File: config.mk
export PLATFORM = sky130hd
export DESIGN_NAME = decode_out_buffer
export DESIGN_NICKNAME = d
export VERILOG_FILES = /design/src/rtl/decode_out_buffer.sv
export SDC_FILE = /design/constraint.sdc
export NUM_CORES = 1
export LEC_CHECK = 0
export ABC_CLOCK_PERIOD_IN_PS = 8000
export CORE_MARGIN = 1
export CORE_UTILIZATION = 30
export CTS_BUF_LIST = sky130_fd_sc_hd__clkbuf_4 sky130_fd_sc_hd__clkbuf_8
export DETAILED_ROUTE_END_ITERATION = 8
export PLACE_DENSITY = 0.47
export SLEW_MARGIN = 20
export SYNTH_ARGS = -nofsm -noshare
export SYNTH_HDL_FRONTEND = slang
export SYNTH_SLANG_ARGS = --single-unit
File: constraint.sdc
create_clock -name clk -period 8 [get_ports clk]
set_input_delay 0.8 -clock clk [delete_from_list [all_inputs] [get_ports clk]]
set_output_delay 0.8 -clock clk [all_outputs]
set_load 0.03 [all_outputs]
File: src/rtl/decode_out_buffer.sv
// decode_out_buffer: output FIFO between the decode control unit
// and the CPU fetch port, with single/double push and branch flush.
module decode_out_buffer #(
  parameter int WIDTH = 32,
  parameter int DEPTH = 4
) (
  input  logic                     clk,
  input  logic                     reset,
  input  logic                     outBuff1,
  input  logic                     outBuff2,
  input  logic                     outMux,
  input  logic [WIDTH-1:0]         tableData,
  input  logic [WIDTH-1:0]         bypassData,
  input  logic                     flush,
  input  logic                     cpuReady,
  output logic [WIDTH-1:0]         instrOut,
  output logic                     instrValid,
  output logic                     full,
  output logic [$clog2(DEPTH):0]   count,
  output logic                     overflow,
  output logic                     strobeErr
);

  localparam int AW = $clog2(DEPTH);
  localparam int CW = AW + 1;

  logic [WIDTH-1:0] mem [DEPTH];
  logic [AW-1:0]    wrPtr;
  logic [AW-1:0]    rdPtr;
  logic             pop;
  logic [1:0]       pushSize;
  logic [CW:0]      nextOcc;
  logic             fits;
  logic             accept;
  logic             reject;
  logic [WIDTH-1:0] firstWord;

  assign instrValid = (count != '0);
  assign full       = (count == CW'(DEPTH));
  assign instrOut   = instrValid ? mem[rdPtr] : '0;
  assign pop        = instrValid & cpuReady;

  // outBuff2 dominates when both strobes are raised
  always_comb begin
    pushSize = 2'd0;
    if (outBuff2)
      pushSize = 2'd2;
    else if (outBuff1)
      pushSize = 2'd1;
  end

  assign firstWord = (outBuff2 || !outMux) ? tableData : bypassData;

  // a pop in the same cycle frees its slot for the push
  assign nextOcc = {1'b0, count}
                 - (CW+1)'(pop)
                 + (CW+1)'(pushSize);
  assign fits    = (nextOcc <= (CW+1)'(DEPTH));
  assign accept  = (pushSize != 2'd0) && fits && !flush;
  assign reject  = (pushSize != 2'd0) && !fits && !flush;

  always_ff @(posedge clk or negedge reset) begin
    if (!reset) begin
      wrPtr     <= '0;
      rdPtr     <= '0;
      count     <= '0;
      overflow  <= 1'b0;
      strobeErr <= 1'b0;
      for (int i = 0; i < DEPTH; i++)
        mem[i] <= '0;
    end else begin
      if (outBuff1 && outBuff2)
        strobeErr <= 1'b1;
      if (flush) begin
        wrPtr <= '0;
        rdPtr <= '0;
        count <= '0;
      end else begin
        if (reject)
          overflow <= 1'b1;
        if (accept) begin
          mem[wrPtr] <= firstWord;
          if (pushSize == 2'd2)
            mem[wrPtr + AW'(1)] <= bypassData;
          wrPtr <= wrPtr + AW'(pushSize);
        end
        if (pop)
          rdPtr <= rdPtr + AW'(1);
        count <= count
               - CW'(pop)
               + (accept ? CW'(pushSize) : CW'(0));
      end
    end
  end

endmodule

# == Word level (Yosys, flattened, before mapping) ==
# Index checks and enable logic that the tools add are counted.
# word_totals
register_bits,137
input_bits,71
output_inout_bits,39
wordCells,66
# op_classes
n_addsub,7
magnitude_cmp,6
n_eq_ne,2
n_mux,20
bitwise,5
reduce_logical,17
# ops
operator,n
128-bit bitwise mux,2
32-bit 2-to-1 mux,6
32-bit demux with 2-bit select,2
128-bit 2-to-1 mux,1
32-bit binary-select mux with 2-bit select,1
2-bit 2-to-1 mux,6
3-bit >= comparator (second input constant),3
2-bit NOT with 3-bit output,3
1-bit logical AND,7
3-bit by 1-bit < comparator with 1-bit output (second input constant),2
2-bit nonzero test,3
2-bit by 1-bit adder with 2-bit output (second input constant),2
4-bit by 2-bit adder with 4-bit output,1
4-bit by 3-bit <= comparator with 1-bit output (second input constant),1
2-bit AND reduction,2
3-bit by 1-bit subtractor with 4-bit output,1
3-bit by 2-bit adder with 3-bit output,1
3-bit == test (second input constant),1
1-bit zero test,3
3-bit 2-to-1 mux,1
3-bit nonzero test,1
3-bit by 1-bit subtractor with 3-bit output,1
2-bit adder,1
2-bit == test (second input constant),1
4 further kinds,4

# == Depth between registers and ports, before layout ==
# Gate-level depths: netlist of run 1.
# logic_depth
word_depth,10
ltp_mapped,18
mapped_depth_nobuf,16

# == Least setup slack after synthesis of run 1 ==
# No wires, ideal clock.
# synth_timing
kind,register -> register
start,reg count[2]
end,reg count[2]
setup_time_ns,0.130
arrival_ns,4.265
required_ns,7.870
slack_ns,3.605
stages_incl_launch_ff,19
n_path_buf,3
synth_period_minus_slack_ns,4.395
path_cell_list,dfrtp_1 buf_2 or3_1 clkbuf_1 nand2_1 nand2_1 nand2_1 ha_1 inv_1 fa_1 nor2b_1 o32ai_4 nor3_4 buf_4 nand2_1 ha_1 fa_1 xnor2_1 nor2_1
# synth_between
elab_chain_len,10
elab_cells_between_ends,11
cone_classes,add/sub (4); order compare (1); mux (2); bitwise (1); reduce/logical (3)
# synth_rtl
item,line_no,rtl
start: declaration,19,"output logic [$clog2(DEPTH):0] count,"
start signal: assignment,89,count <= count
3-bit nonzero test,38,assign instrValid = (count != '0);
1-bit bitwise AND,41,assign pop = instrValid & cpuReady;
3-bit by 1-bit subtractor with 4-bit output,56,- (CW+1)'(pop)
4-bit by 2-bit adder with 4-bit output,57,+ (CW+1)'(pushSize);
4-bit by 3-bit <= comparator with 1-bit output,58,assign fits = (nextOcc <= (CW+1)'(DEPTH));
1-bit logical AND (2 in series),59,assign accept = (pushSize != 2'd0) && fits && !flush;
2-bit 2-to-1 mux,91,+ (accept ? CW'(pushSize) : CW'(0));
3-bit by 2-bit adder with 3-bit output (*),91,
3-bit 2-to-1 mux (*),74,if (flush) begin
# Every way passes the cells marked *; elsewhere a longest branch is shown, timed or not.
# A chain may end at the register's enable or synchronous reset.

# == Final worst setup path of run 1 ==
# layout_timing
start,in outBuff2
end,reg count[2]
# layout_between
elab_chain_len,8
elab_cells_between_ends,9
cone_classes,add/sub (2); order compare (1); mux (3); reduce/logical (3)
# layout_rtl
item,line_no,rtl
start: declaration,10,"input logic outBuff2,"
2-bit 2-to-1 mux (*),46,if (outBuff2)
4-bit by 2-bit adder with 4-bit output,57,
4-bit by 3-bit <= comparator with 1-bit output,58,
1-bit logical AND (2 in series),59,
2-bit 2-to-1 mux (*),91,
3-bit by 2-bit adder with 3-bit output (*),91,
3-bit 2-to-1 mux (*),74,
# Marked as above.

==> qor.yml, run 1 <==
grt:
  grt_overflow_total: 0
  grt_use_met1: 0.2638
  grt_max_degree: 90
  grt_pass1_wl_um: 43820
  busiest_layer: "met2"
  grtUsageMet3: 0.03111
  grt_pass1_vias: 7322
  antenna_found_initial: 0
  grt_use_met2: 0.2993
  grt_usage: 0.1867
critical_path:
  r2r-end: "count[2]"
  cp_max_fo: 89
  r2r_slack_ps: 3240
  reg2regPathDepth: 15
  worst-setup-path-type: "in -> reg"
  start_kind: "primary input"
  reg2reg_from: "count[2]"
  cp.arrival_ps: 5510
  end_kind: "flop"
  cp.required_ps: 8330
floorplanning:
  dieHeight_um: 174.8
  num_io_pins: 110
  fp-row-count: 62
  die-width_um: 174.8
  dieArea_sq_um: 30570
  core_area_sq_um: 29010
  start_util: 0.3089
finish:
  design_area_sq_um: 10600
  fillers: 2922
  final_nets: 938
  antenna_cells: 0
  fin_cells: 1255
  layout-drive-gt1-share: 0.1515
  area_growth_pct: 18.25
detailed_routing:
  drc: 0
  vias: 7151
  drt_iter0_drc: 400
  drt_wl_total_um: 28100
  wl_per_cell_um: 22.39
  via_per_inst: 5.698
  dr.pass1.iters: 5
  ant_nets: 0
cts:
  cts_resized: 0
  clockBufferDepth: 2
  htreeDepth: 4
  hold_buffers: 0
  cts_tree: "built"
  path_clk_slew_ps: 90
  ctsRootBufferMaster: "clkbuf_8"
  clk_latency_ps: 450
  clock_sinks: 137
  cts_setup_buffers: 0
  numCtsBuffers: 17
timing:
  rsz0062_at_grt: "no"
  clock_skew_ps: 12.77
  setup_violations: 0
  post-route-period-util: 0.6478
  final_hold_viol_count: 0
  relSlewSlack: 0.3275
  fmax_ghz: 0.1930
  period_needed_ps: 5182
  setup_tns_ps: 0
  whs_ps: 335.3
  worst_slew_pin_slew_ps: 1006
  slew_viol_final: 0
logic_synthesis:
  synth_edf_count: 0
  yosysTopAreaCellShare: 0.3825
  ys_warn_count: 0
  synth_most_common_cell: "dfrtp_1"
  yosysTopAreaCell: "dfrtp_1"
  avgSynthCellArea_sq_um: 11.05
  ys_types: 48
  mappedNetlistArea_sq_um: 8962
  async_flop_share: 1.000
  syn_inst: 811
  yosys_register_bits: 137
  synthesis.nets: 891
  synth.area.top_cells: "dfrtp_1, o22a_1, mux4_2"
  synthTopCellsByCount: "dfrtp_1, o22a_1, a22oi_1, clkbuf_1, o31ai_1"
  ys.flop_type: "dfrtp_1"
  ys_seq_area_frac: 0.3825
power:
  leakage_nw: 3.614
  p_per_area_nw_per_um2: 422.2
  ir_drop_mv: 0.2414
placement:
  post_dp_cell_area_sq_um: 10210
  globalplace.congestion: 0.7285
  io_buffers: 109
  dpl.cell_count: 1223
  dp_hpwl_um: 16850
flow_run:
  maxCapViolations: 0
outcome:
  status: "finished, final reports clean"
hold_path:
  holdCritPathClass: "in -> async"
## cell usage in the layout (no fill, tap or decap), drive strengths merged, types with 2 or more instances in the layout
cell	count
dfrtp	137
o22a	113
clkdlybuf4s50	107
a22oi	80
o31ai	50
and2	33
mux2i	33
o22ai	33
mux4	32
nand3b	32
nor2	24
buf	21
a21oi	20
clkbuf	18
nor3b	16
o2bb2ai	16
a2bb2oi	16
or3b	16
clkinv	10
inv	9
ha	7
nor4	5
o21ai	4
nand2	4
nor2b	4
xnor2	3
clkinvlp	3
nand3	3
xor2	3
nand2b	2
nand4	2
fa	2
bufinv	2
nor3	2
## how the worst max path moves through the flow
stage | start | endpoint | depth (start not counted)
global placement | outBuff2 | count[2] | 17
detailed placement | outBuff2 | count[2] | 17
floorplan | count[2] | count[2] | 18
CTS | outBuff2 | count[2] | 17
global route | outBuff2 | count[2] | 17
finish | outBuff2 | count[2] | 17
## where the power goes
part | switching, mW | internal [mW] | leakage [nW] | total, mW
clock network | 0.291 | 0.281 | 0.192 | 0.573
registers | 0.259 | 1.04 | 1.60 | 1.30
logic | 1.41 | 1.20 | 1.82 | 2.60
## layout make-up
class	count	area (sq um)	area share
Multi-Input combinational cell	564	5020	0.4737
Sequential cell	137	3438	0.3244
Timing Repair Buffer	128	1230	0.1161
Tap cell	384	480.5	0.04534
Clock buffer	18	241.5	0.02279
Clock inverter	14	150.1	0.01417
Inverter	10	37.54	0.003542
## layer usage
metal / part of all wire / vias to the layer above
li1: - / 3334
met1: 0.49 / 3669
met2: 0.47 / 137
met3: 0.033 / 11
met4: 0.0080 / 0
met5: 0 / -
## flip-flops by register name, indices dropped and copies added (netlist names)
register   flops
mem          128
rdPtr          2
count          3
overflow       1
strobeErr      1
wrPtr          2
## logic make-up (layout without fill, tap and decap cells)
group,count (synthesis),in the layout,share of synthesized area
and+or+nand+nor,147,147,0.1136
adders and majority gates,9,9,0.01424
AOI/OAI and AO/OA,337,337,0.3066
muxes,65,65,0.1173
DFF,137,137,0.3825
xor gates and xnor gates,6,6,0.006702
buffers and inverters,110,170,0.05905
## worst max-delay path, stage by stage
cell	delay (ps)
buf_2	90
buf_4	740
nor2b_1	210
inv_1	130
nand3_1	130
nand2_1	100
ha_1	210
inv_1	80
fa_1	520
nor2b_1	240
o32ai_4	250
nor3_4	860
nand2_1	140
ha_1	340
fa_1	440
xnor2_1	170
nor2_1	50
## through the flow
step / setup WS [ps] / power, mW / utilization
2_1_floorplan: 3605 / 3.126 / -
3_3_place_gp: 2447 / 3.924 / 0.3518
3_5_place_dp: 2347 / 3.943 / 0.3518
4_1_cts: 2817 / 4.523 / 0.3653
5_1_grt: 2450 / 4.776 / 0.3653
6_report: 2818 / 4.474 / 0.3653
Note: power is estimated with default switching activity, not from simulation.
==> run 2, diff against run 1 <==
--- a/config.mk
+++ b/config.mk
@@ -5,7 +5,7 @@
 export SDC_FILE = /design/constraint.sdc
 export NUM_CORES = 1
 export LEC_CHECK = 0
-export ABC_CLOCK_PERIOD_IN_PS = 8000
+export ABC_CLOCK_PERIOD_IN_PS = 5400
 export CORE_MARGIN = 1
 export CORE_UTILIZATION = 30
 export CTS_BUF_LIST = sky130_fd_sc_hd__clkbuf_4 sky130_fd_sc_hd__clkbuf_8
==> constraint.sdc (replaced) <==
create_clock -name clk -period 5.4 [get_ports clk]
set_input_delay 0.54 -clock clk [delete_from_list [all_inputs] [get_ports clk]]
set_output_delay 0.54 -clock clk [all_outputs]
set_load 0.03 [all_outputs]
==> qor.yml, run 2 (synthesized netlist as in run 1, its figures left out) <==
power:
  power.switching_mw: 2.929  # +50%
  p_clk_frac: 0.134  # +0.006
  sw_frac_of_total: 0.4379  # about the same
  ir_drop_mv: 0.3753  # +55%
  p_int_mw: 3.760  # +49%
  p_seq_frac: 0.300  # +0.010
  pwr-share-comb: 0.566  # -0.016
  p_per_area_nw_per_um2: 627.2  # +49%
  leakage_nw: 3.652  # +1.0%
finish:
  register_area_sq_um: 3438  # unchanged
  reg.largest.list: "mem (128), count (3)"
  area_growth_pct: 19.00
  regMostFlops: "mem"
  largest_reg_flops: 128  # unchanged
  fin_cells: 1260  # +0.40%
  layout-drive-gt1-share: 0.1564  # +0.004843
  fillers: 2939  # +0.58%
  final_nets: 943  # +0.53%
  multi_input_area_sq_um: 5020  # unchanged
  final_common_cell: "dfrtp_1"
  design_area_sq_um: 10670  # +0.64%
  antenna_cells: 0  # unchanged
  final_cell_mix: "dfrtp_1, o22a_1, clkdlybuf4s50_1, a22oi_1, o31ai_1"
timing:
  period_needed_ps: 4186
  worst_slew_pin_slew_ps: 888.6  # -117.0 ps
  relSlewSlack: 0.4076  # +0.08016
  rsz0062_at_grt: "no"
  post-route-period-util: 0.7751
  setup_tns_ps: 0  # unchanged
  fmax_ghz: 0.2389
  final_hold_viol_count: 0  # unchanged
  setup_violations: 0  # unchanged
  clock_skew_ps: 9.419  # -3.348 ps
  slew_viol_final: 0  # unchanged
cts:
  hold_buffers: 0  # unchanged
  ctsRootBufferMaster: "clkbuf_8"
  clk_latency_ps: 460  # about the same
  clockBufferDepth: 2  # unchanged
  clock_sinks: 137  # unchanged
  cts_setup_buffers: 0  # unchanged
  cts_resized: 0  # unchanged
  path_clk_slew_ps: 90  # about the same
  htreeDepth: 4  # unchanged
  cts_tree: "built"
  numCtsBuffers: 17  # unchanged
grt:
  grt_pass1_vias: 7348  # +0.36%
  grt_max_degree: 94  # +4.4%
  grt_usage: 0.1891  # +0.002377
  grt_overflow_total: 0  # unchanged
  antenna_found_initial: 0  # unchanged
  grt_pass1_wl_um: 44150  # +0.74%
critical_path:
  slowest_delay_ps: 550  # -310 ps
  reg2regPathDepth: 16  # +1
  r2r_slack_ps: 1210  # -2030 ps
  cp.arrival_ps: 4520  # -990 ps
  cp_max_fo: 35  # -61%
  critPathSlowestCell: "dfrtp_1"
  end_kind: "flop"
  reg2reg_from: "count[2]"
  start_kind: "flop"
  cp.required_ps: 5740  # -2590 ps
  worst-setup-path-type: "reg -> reg"
  cp_cell_sequence: "or3_1 -> buf_4 -> nand3_1 -> nand2_1 -> ha_1 -> inv_1 -> fa_1 -> nor2b_1 -> o32ai_4 -> nor4_1 -> xnor2_1 -> ha_1 -> inv_1 -> fa_1 -> xnor2_1 -> nor2_1"
  r2r-end: "count[2]"
placement:
  post_dp_cell_area_sq_um: 10260  # +0.49%
  globalplace.congestion: 0.7644  # +4.9%
  dp_hpwl_um: 17050  # +1.2%
  dpl.cell_count: 1228  # +0.41%
  io_buffers: 109  # unchanged
flow_run:
  maxCapViolations: 0  # unchanged
detailed_routing:
  drc: 0  # unchanged
  drt_iter0_drc: 518  # +30%
  ant_nets: 0  # unchanged
  vias: 7238  # +1.2%
  dr.pass1.iters: 5  # unchanged
  drt_wl_total_um: 28230  # +0.45%
  via_per_inst: 5.744  # +0.81%
  wl_per_cell_um: 22.40  # about the same
hold_path:
  holdCritPathClass: "in -> async"
floorplanning:
  dieHeight_um: 174.8  # unchanged
  start_util: 0.3089  # unchanged
  core_area_sq_um: 29010  # unchanged
  dieArea_sq_um: 30570  # unchanged
  num_io_pins: 110  # unchanged
  die-width_um: 174.8  # unchanged
  fp-row-count: 62  # unchanged
outcome:
  status: "finished, final reports clean"
[run 2: cell count changes in the layout (fill, tap and decap cells not counted)]
cell,change
buf_12,+1
buf_4,+4
clkbuf_4,-1
clkbuf_8,+1
clkinv_2,-2
clkinv_4,-3
clkinvlp_4,-1
inv_6,+5
inv_8,+1
[run 2: worst max-delay path by stage]
stage                     slack [ps]      from  endpoint
after floorplan                 1010  count[2]  count[2]
after CTS                       1110  count[2]  count[2]
after detailed placement        1050  outBuff1  count[2]
after global routing             820  count[2]  count[2]
final                           1210  count[2]  count[2]
after global placement          1160  outBuff1  count[2]
[run 2: through the flow]
stage,setup slack [ps],hold WS [ps],util,power [mW]
after global placement,1163,459.6,0.3535,5.826
after detailed placement,1054,450.9,0.3535,5.852
after floorplan,1005,244.4,-,4.632
final,1215,167.6,0.3676,6.689
after global routing,822.9,222.0,0.3676,7.133
after CTS,1106,197.7,0.3676,6.761
[run 2: power by group through the flow]
stage	clock network [mW]	logic (mW)	registers, mW
finish	0.899	3.78	2.01
detailed placement	0	3.82	2.03
global placement	0	3.80	2.03
global route	0.963	4.07	2.10
CTS	0.916	3.83	2.01
floorplan	0	2.87	1.76
[run 2: critical path, delay by kind of cell (launching register included)]
| kind | cells | cell delay (ps) |
|---|---|---|
| AND/OR/NAND/NOR | 6 | 1240 |
| adder cells (fa/ha/maj) | 4 | 1230 |
| flip-flops | 1 | 550 |
| buffers and inverters | 3 | 470 |
| XOR/XNOR | 2 | 340 |
| AO/OA/AOI/OAI | 1 | 240 |
[run 2: metal layers]
metal  wire (um)  global-route usage
met3        1099             0.03046
met4         282             0.04130
met2       13070              0.2948
met1       13780              0.2740
met5           0                   0
[run 2: final cells by class]
| type | instances | area share |
|---|---|---|
| well taps | 384 | 0.04505 |
| clock inverters | 14 | 0.01513 |
| multi-input cells | 564 | 0.4707 |
| flip-flops and latches | 137 | 0.3224 |
| inverters | 10 | 0.003519 |
| clock buffers | 18 | 0.02323 |
| repair buffers | 133 | 0.1200 |
==> run 3, diff against run 2 <==
--- a/config.mk
+++ b/config.mk
@@ -5,12 +5,12 @@
 export SDC_FILE = /design/constraint.sdc
 export NUM_CORES = 1
 export LEC_CHECK = 0
-export ABC_CLOCK_PERIOD_IN_PS = 5400
+export ABC_CLOCK_PERIOD_IN_PS = 3500
 export CORE_MARGIN = 1
 export CORE_UTILIZATION = 30
 export CTS_BUF_LIST = sky130_fd_sc_hd__clkbuf_4 sky130_fd_sc_hd__clkbuf_8
 export DETAILED_ROUTE_END_ITERATION = 8
-export PLACE_DENSITY = 0.47
+export PLACE_DENSITY = 0.49
 export SLEW_MARGIN = 20
 export SYNTH_ARGS = -nofsm -noshare
 export SYNTH_HDL_FRONTEND = slang
==> constraint.sdc (replaced) <==
create_clock -name clk -period 3.5 [get_ports clk]
set_input_delay 0.35 -clock clk [delete_from_list [all_inputs] [get_ports clk]]
set_output_delay 0.35 -clock clk [all_outputs]
set_load 0.03 [all_outputs]
==> qor.yml, run 3 (synthesized netlist as in run 1, its figures left out) <==
outcome:
  status: "finished, final reports clean"
finish:
  final_nets: 973  # +3.2%
  final_util: 0.3825  # +0.01492
  final_cell_mix: "dfrtp_1, o22a_1, clkdlybuf4s50_1, a22oi_1, o31ai_1"
  layout-drive-gt1-share: 0.2009  # +0.04449
  antenna_cells: 0  # unchanged
  design_area_sq_um: 11100  # +4.1%
  final_common_cell: "dfrtp_1"
  regMostFlops: "mem"
  reg.largest.list: "mem (128), count (3)"
  largest_reg_flops: 128  # unchanged
  area_growth_pct: 23.83
hold_path:
  holdCritPathClass: "reg -> reg"
power:
  power.switching_mw: 4.597  # +57%
  sw_frac_of_total: 0.4252  # -0.01277
  leakage_nw: 3.871  # +6.0%
  p_per_area_nw_per_um2: 974.2  # +55%
  p_clk_frac: 0.139  # +0.005
  ir_drop_mv: 0.4444  # +18%
  p_seq_frac: 0.267  # -0.033
  pwr-share-comb: 0.594  # +0.028
  p_int_mw: 6.215  # +65%
timing:
  clock_skew_ps: 11.79  # +2.374 ps
  rsz0062_at_grt: "yes"
  final_hold_viol_count: 0  # unchanged
  setup_tns_ps: 0  # unchanged
  period_needed_ps: 3456  # -729.4 ps
  fmax_ghz: 0.2893  # +21%
  setup_violations: 0  # unchanged
  relSlewSlack: 0.3826  # -0.02507
  slew_viol_final: 0  # unchanged
  whs_ps: 467.0  # +299.5 ps
  worst_slew_pin_slew_ps: 926.2  # +37.60 ps
  worst_slack_ps: 43.86  # -1171 ps
  post-route-period-util: 0.9875  # +0.2124
cts:
  numCtsBuffers: 17  # unchanged
  htreeDepth: 4  # unchanged
  path_clk_slew_ps: 80  # about the same
  ctsRootBufferMaster: "clkbuf_8"
  clockBufferDepth: 2  # unchanged
  clk_latency_ps: 440  # -20 ps
  clock_sinks: 137  # unchanged
  cts_tree: "built"
floorplanning:
  dieArea_sq_um: 30570  # unchanged
  num_io_pins: 110  # unchanged
  start_util: 0.3089  # unchanged
  dieHeight_um: 174.8  # unchanged
  die-width_um: 174.8  # unchanged
  core_area_sq_um: 29010  # unchanged
  fp-row-count: 62  # unchanged
detailed_routing:
  dr.pass1.iters: 5  # unchanged
  vias: 7436  # +2.7%
  via_per_inst: 5.764  # +0.35%
  drt_wl_total_um: 28110  # -0.40%
  drt_iter0_drc: 448  # -14%
  drc: 0  # unchanged
  wl_per_cell_um: 21.79  # -2.7%
  ant_nets: 0  # unchanged
grt:
  grt_max_degree: 98  # +4.3%
  antenna_found_initial: 0  # unchanged
  grt_usage: 0.1875  # -0.001507
  grt_pass1_vias: 7368  # +0.27%
  grt_overflow_total: 0  # unchanged
  grt_pass1_wl_um: 44190  # +0.11%
placement:
  io_buffers: 109  # unchanged
  post_dp_cell_area_sq_um: 10580  # +3.2%
  pre_cts_ws_ps: -159.3  # -1213 ps
  dp_hpwl_um: 17350  # +1.7%
  globalplace.congestion: 0.7344  # -3.9%
critical_path:
  end_kind: "flop"
  cp.required_ps: 3830  # -1910 ps
  cp.arrival_ps: 3790  # -730 ps
  worst-setup-path-type: "reg -> reg"
  cp_max_fo: 4  # -89%
  start_kind: "flop"
flow_run:
  maxCapViolations: 0  # unchanged
-- run 3: cell count changes in the layout (fill, tap and decap cells not counted), moves of 3 or more --
cell,delta
ha_1,-3
buf_12,+6
buf_4,+23
nand2_1,-4
-- run 3: power groups by stage --
stage | clock [mW] | combinational [mW] | sequential, mW
finish | 1.51 | 6.42 | 2.89
global route | 1.61 | 6.92 | 3.00
CTS | 1.55 | 6.44 | 2.89
detailed placement | 0 | 6.41 | 2.92
global placement | 0 | 6.38 | 2.91
floorplan | 0 | 4.51 | 2.72
-- run 3: final cells by class --
class | count | area (sq um)
clock buffers | 18 | 247.7
clock inverters | 14 | 206.4
fillers | 2892 | 17910
inverters | 10 | 37.54
multi-input cells | 564 | 5104
flip-flops and latches | 137 | 3440
well taps | 384 | 480.5
repair buffers | 163 | 1583
-- run 3: worst paths after layout --
path                            slack (ps)  startpoint  cells after the start        end
worst max-delay path                    40    count[2]                     17   count[2]
worst min-delay path                   470   strobeErr                      1  strobeErr
worst max register to register          40    count[2]                     17   count[2]
worst min register to register         470   strobeErr                      1  strobeErr
max in group asynchronous             2120       reset                      3    mem[43]
min in group asynchronous              510       reset                      2    mem[57]
-- run 3: per-layer routing --
layer  vias to the layer above  GRT usage  wire (um)
met5                         -          0          0
met4                         0    0.04928        414
met3                        20    0.02502        890
met2                       165     0.2978      13200
met1                      3843     0.2674      13610
li1                       3408          -          -
-- run 3: repair_timing --
item / in CTS / in global routing
pin swaps: 0 / 11
setup buffers: 0 / 1
endpoints found under the setup margin: 2 / 2
hold endpoints to repair: 12 / 0
gates resized for setup: 1 / 8
hold buffers: 1 / 0
-- run 3: worst max-delay path, cell delays in order (launching register included) --
cell and delay (ps):
dfrtp_2 410, or3_4 430, nand2_4 90, nand2_2 60, nand2_2 100, ha_4 140, inv_2 30, fa_1 470
nor2b_4 160, o32ai_4 90, nor4_2 290, buf_4 170, xnor2_2 110, ha_2 190, inv_2 40, fa_2 340
xnor2_2 160, nor2_1 60
-- run 3: stage by stage --
| stage | cells | total power, mW |
|---|---|---|
| 6_report | 1290 | 10.81 |
| 3_3_place_gp | 1256 | 9.288 |
| 3_5_place_dp | 1256 | 9.333 |
| 5_1_grt | 1290 | 11.53 |
| 2_1_floorplan | 811 | 7.222 |
| 4_1_cts | 1289 | 10.88 |
